File: src/rtl/instr_fetch_queue.sv
// Instruction prefetch queue: owns the fetch PC, issues one-cycle-latency IMEM reads and
// buffers {PC, PC+1, instr} entries for decode. Optional IFQ_BYPASS_EN presents a response directly when empty.
module instr_fetch_queue #(
  parameter int              XLEN     = 32,
  parameter int              DEPTH    = 4,
  parameter logic [XLEN-1:0] RESET_PC = '0
) (
  input  logic                     clk,
  input  logic                     reset,
  input  logic                     PCSrcE,
  input  logic [XLEN-1:0]          PCTargetE,
  input  logic                     StallD,
  output logic                     ImemReq,
  output logic [XLEN-1:0]          ImemAddr,
  input  logic [XLEN-1:0]          ImemRData,
  output logic                     ValidF,
  output logic [XLEN-1:0]          PCF,
  output logic [XLEN-1:0]          PCPlus4F,
  output logic [XLEN-1:0]          InstrF,
  output logic [$clog2(DEPTH):0]   Count
);

  localparam int PW = $clog2(DEPTH);
  localparam int CW = PW + 1;

  typedef struct packed {
    logic [XLEN-1:0] pc;
    logic [XLEN-1:0] pc_plus1;
    logic [XLEN-1:0] instr;
  } entry_t;

  entry_t          fifo_q [DEPTH];
  logic [PW-1:0]   head_q, head_d, tail_q, tail_d;
  logic [CW-1:0]   count_q, count_d;
  logic [XLEN-1:0] fetch_pc_q, fetch_pc_d;
  logic [XLEN-1:0] inflight_addr_q, inflight_addr_d;
  logic            inflight_q, inflight_d;

  entry_t          resp, head_entry;
  logic            bypass_hit, deq, fifo_pop, fifo_push, req;
  logic [CW:0]     occupied, capacity;

  assign resp       = '{pc: inflight_addr_q, pc_plus1: inflight_addr_q + XLEN'(1), instr: ImemRData};
  assign head_entry = fifo_q[head_q];

`ifdef IFQ_BYPASS_EN
  // A discarded (redirect/reset) response must never be shown to decode.
  assign bypass_hit = inflight_q && (count_q == '0) && !PCSrcE && !reset;
`else
  assign bypass_hit = 1'b0;
`endif

  assign ValidF   = bypass_hit || (count_q != '0);
  assign PCF      = bypass_hit ? resp.pc       : head_entry.pc;
  assign PCPlus4F = bypass_hit ? resp.pc_plus1 : head_entry.pc_plus1;
  assign InstrF   = bypass_hit ? resp.instr    : head_entry.instr;
  assign Count    = count_q;

  assign deq       = ValidF && !StallD;
  assign fifo_pop  = deq && !bypass_hit;
  assign fifo_push = inflight_q && !(bypass_hit && deq);

  // Credit rule: slots left after the in-flight response lands, plus one if a slot frees this cycle.
  assign occupied = {1'b0, count_q} + {{CW{1'b0}}, inflight_q};
  assign capacity = (CW+1)'(DEPTH) + {{CW{1'b0}}, deq};
  assign req      = (occupied < capacity) && !reset && !PCSrcE;

  assign ImemReq  = req;
  assign ImemAddr = fetch_pc_q;

  // NOTE: every next-state signal gets a default before any branch so no latch is inferred.
  always_comb begin
    fetch_pc_d      = fetch_pc_q;
    inflight_d      = req;
    inflight_addr_d = req ? fetch_pc_q : inflight_addr_q;
    head_d          = head_q;
    tail_d          = tail_q;
    count_d         = count_q;
    if (PCSrcE) begin
      fetch_pc_d = PCTargetE;
      inflight_d = 1'b0;
      head_d     = '0;
      tail_d     = '0;
      count_d    = '0;
    end else begin
      if (req)       fetch_pc_d = fetch_pc_q + XLEN'(1);
      if (fifo_push) tail_d     = tail_q + PW'(1);
      if (fifo_pop)  head_d     = head_q + PW'(1);
      count_d = count_q + CW'(fifo_push) - CW'(fifo_pop);
    end
  end

  // NOTE: state registers use non-blocking assignments so every flop samples pre-edge values.
  always_ff @(posedge clk) begin
    if (reset) begin
      fetch_pc_q      <= RESET_PC;
      inflight_q      <= 1'b0;
      inflight_addr_q <= '0;
      head_q          <= '0;
      tail_q          <= '0;
      count_q         <= '0;
    end else begin
      fetch_pc_q      <= fetch_pc_d;
      inflight_q      <= inflight_d;
      inflight_addr_q <= inflight_addr_d;
      head_q          <= head_d;
      tail_q          <= tail_d;
      count_q         <= count_d;
    end
  end

  // NOTE: the storage is reset (it is only a few entries) so the head outputs read zero after reset.
  always_ff @(posedge clk) begin
    if (reset) begin
      for (int i = 0; i < DEPTH; i++) fifo_q[i] <= '0;
    end else if (fifo_push && !PCSrcE) begin
      fifo_q[tail_q] <= resp;
    end
  end

endmodule

File: config.mk
export PLATFORM = sky130hd
export DESIGN_NAME = instr_fetch_queue
export DESIGN_NICKNAME = d
export VERILOG_FILES = /design/src/rtl/instr_fetch_queue.sv
export SDC_FILE = /design/constraint.sdc
export NUM_CORES = 1
export LEC_CHECK = 0
export BUFFER_PORTS_ARGS = -buffer_cell sky130_fd_sc_hd__buf_2
export CAP_MARGIN = 40
export CORE_ASPECT_RATIO = 0.75
export CORE_MARGIN = 2
export CORE_UTILIZATION = 55
export CTS_BUF_LIST = sky130_fd_sc_hd__clkbuf_4 sky130_fd_sc_hd__clkbuf_8
export CTS_CLUSTER_SIZE = 20
export DETAILED_ROUTE_END_ITERATION = 12
export HOLD_SLACK_MARGIN = 0.1
export PLACE_DENSITY = 0.76
export SYNTH_ARGS = -nofsm -noshare
export SYNTH_HDL_FRONTEND = slang
export SYNTH_SLANG_ARGS = --single-unit
File: constraint.sdc
create_clock -name clk -period 5.9 [get_ports clk]
set_input_delay 0 -clock clk [delete_from_list [all_inputs] [get_ports clk]]
set_output_delay 0 -clock clk [all_outputs]
set_load 0.05 [all_outputs]
==> out/metrics.yaml <==
cpLargestDelayFamily: "simple AND/OR/NAND/NOR gates"
post-route-min-period_ns: 3.60
final-seq-area_um2: 13000
p_per_area_nw_per_um2: 293
totalNegativeSetupSlack_ns: 0
grt_usage_pct: 26.1
layout.nets: 1794
hp-class: "in -> reg"
clk_pin_slew_ns: 0.07
cts_buffer_depth: 3
wl_per_cell_um: 21.6
finalSetupViolations: 0
first_pass_iters: 7
p_leak_nw: 8.86
yosysWarningCount: 0
max_freq_mhz: 278
die-area_um2: 38500
path_class: "reg -> reg"
drv_cap: 0
vias: 12860
final_util_pct: 66.7
ir_worst_vdd_uv: 188
fin_skew_ns: 0.0290
row_count: 60
avgViaCountPerCell: 5.68
cp.arrival_ns: 4.14
grt_pass1_vias: 13130
grt_remaining_overflow: 0
htree_num_levels: 3
ys_seq_area_share_pct: 64.0
gp_congestion: 0.857
ys_ff_latch: 458
cts_tree: "built"
numPlacedInstances: 2062
max_stage_delay_ns: 0.62
clk_latency_ns: 0.61
worstMarginPinSlew_ns: 0.864
fill_cells: 2563
cts.sinks: 458
grt_max_degree: 74
cp.depth: 9
reg2reg_depth: 9
drt_iter0_drc: 1203
syn_nets: 1523
pin_count: 201
grt_pass1_wl_um: 75600
status: "finished clean"
synth_cells: 1448
cp-start-kind: "flip-flop"
dp_hpwl_um: 29600
initial_core_util_pct: 56.3
portBuffers: 200
synth_cell_types: 53
root_buffer: "clkbuf_8"
multi_input_area_um2: 6890
netlist_area_um2: 20300
coreArea_um2: 36100
synth_edf_count: 384
finalNonFillerCells: 2266
r2r_slack_ns: 2.30
end_kind: "flip-flop"
layout-drive-gt1-share_pct: 26.2
ant_nets: 0
insertedDiodeCount: 0
cp_max_fo: 29
finalWirelength_um: 49000
worstPathRequired_ns: 6.44
slew_viol_final: 0
die_h_um: 171
async_reset_ff_share_pct: 0
hold_depth: 4
drc: 0
antenna_found_initial: 2
cp_slowest_cell: "nor2_1"
timing.slew.headroom_pct: 42.4
syn_area_per_cell_um2: 14.0
post-route-period-util_pct: 60.9
area_delta_synth_final_pct: 18.5
hold_viol: 0
fp.dieW_um: 226
crit_path_frequent_cell: "ha_1"
ys.flop_type: "edfxtp_1"
cts_buffers: 71
rsz0062_at_grt: "false"
cts_setup_buffers: 0
critical_path_buf_inv_count: 2
path_cells: "ha_1 -> ha_1 -> nor3_1 -> a21oi_2 -> buf_4 -> nor2_1 -> nand2_1 -> a2111oi_0 -> dlygate4sd3_1"
[kinds of logic after synthesis]
logic type	after synthesis	synth area share (%)
and+or+nand+nor	623	16.5
AOI/OAI and AO/OA	47	1.67
adders and majority gates	7	0.468
DFF	458	64.0
buffers and inverters	125	2.46
muxes	134	12.5
xor gates and xnor gates	54	2.33
[state kept, by name, summed over array words and instances (netlist names), named ones only]
register         cells
inflight_addr_q     32
tail_q               2
fifo_q             384
head_q               2
ImemAddr            32
fifo_push            1
Count                3
[path summary, 6_finish.rpt]
kind                 startpoint            to
hold reg to reg       head_q[1]     flip-flop
hold / removal    PCTargetE[26]  ImemAddr[26]
setup reg to reg      fifo_push  ImemAddr[15]
setup / recovery      fifo_push  ImemAddr[15]
[per-stage QoR]
stage          hold WS, ns  power, mW  setup slack (ns)  area [um2]
2_1_floorplan        0.141       4.18              2.02       20300
3_3_place_gp         0.249       4.36              2.64       21800
3_5_place_dp         0.253       4.38              2.60       21900
4_1_cts              0.181       7.10              2.61       24100
5_1_grt              0.221       7.30              2.10       24100
6_report             0.213       7.06              2.30       24100
[per-layer routing]
layer	wire length [um]	vias to the layer above	GRT usage [%]
met1	20700	6380	36.4
li1	-	5823	-
met4	1060	2	7.98
met2	23000	575	41.4
met5	7	-	0
met3	4180	80	5.92
[final cells by class]
| class | count | area share, % |
|---|---|---|
| clock buffer | 93 | 4.90 |
| timing repair buffer | 303 | 8.58 |
| inverter | 20 | 0.312 |
| tap | 496 | 2.58 |
| multi-input combinational | 865 | 28.6 |
| sequential | 458 | 54.0 |
| clock inverter | 31 | 1.01 |
[cells in the mapped netlist, types with 9 or more instances]
cell type / number / share of area, %
nor4_1: 11 / 0.34
inv_1: 20 / 0.37
buf_2: 19 / 0.47
and4_1: 15 / 0.65
dfxtp_1: 74 / 7.3
nor3_1: 18 / 0.44
edfxtp_1: 384 / 57
nor2_1: 232 / 4.3
mux4_2: 96 / 11
and2_1: 228 / 7.0
xor2_1: 13 / 0.56
nand2_1: 39 / 0.72
nand4_1: 11 / 0.34
mux2i_1: 33 / 1.6
xnor2_1: 41 / 1.8
buf_1: 17 / 0.31
clkbuf_1: 68 / 1.3
a21oi_1: 9 / 0.22
nand3_1: 20 / 0.49
and3_1: 9 / 0.28
a211oi_1: 19 / 0.70
[cells in the final DEF (no fill, tap or decap), types with 7 or more instances in the layout]
cell type / netlist / layout
a211oi_1: 19 / 19
a21oi_1: 9 / 8
and2_1: 228 / 228
and3_1: 9 / 9
and4_1: 15 / 15
buf_2: 19 / 200
buf_4: 0 / 18
clkbuf_4: 0 / 16
clkbuf_8: 0 / 77
clkinv_1: 0 / 18
clkinv_2: 0 / 7
dfxtp_1: 74 / 72
dlygate4sd3_1: 0 / 80
edfxtp_1: 384 / 384
inv_1: 20 / 19
mux2i_1: 33 / 33
mux4_2: 96 / 96
nand2_1: 39 / 39
nand3_1: 20 / 20
nand4_1: 11 / 11
nor2_1: 232 / 230
nor3_1: 18 / 17
nor4_1: 11 / 11
nor4_2: 8 / 8
xnor2_1: 41 / 41
xor2_1: 13 / 13
[tightest hold or removal path, stage by stage]
cell,delay (ns)
dlygate4sd3_1,0.52
buf_2,0.09
o21bai_1,0.05
a21oi_1,0.11
[power by group]
part           leakage, nW  switching, mW  internal, mW  total [mW]
combinational         3.53          0.437         0.209       0.646
sequential            4.58         0.0889          3.62        3.71
clock                0.747           1.22          1.48        2.70
[repair_timing]
item	4_1_cts	5_1_grt
hold endpoints to repair	202	0
setup endpoints to repair	0	0
hold buffers	80	0
gates resized for setup	0	0
Note: power is estimated with default switching activity, not from simulation.
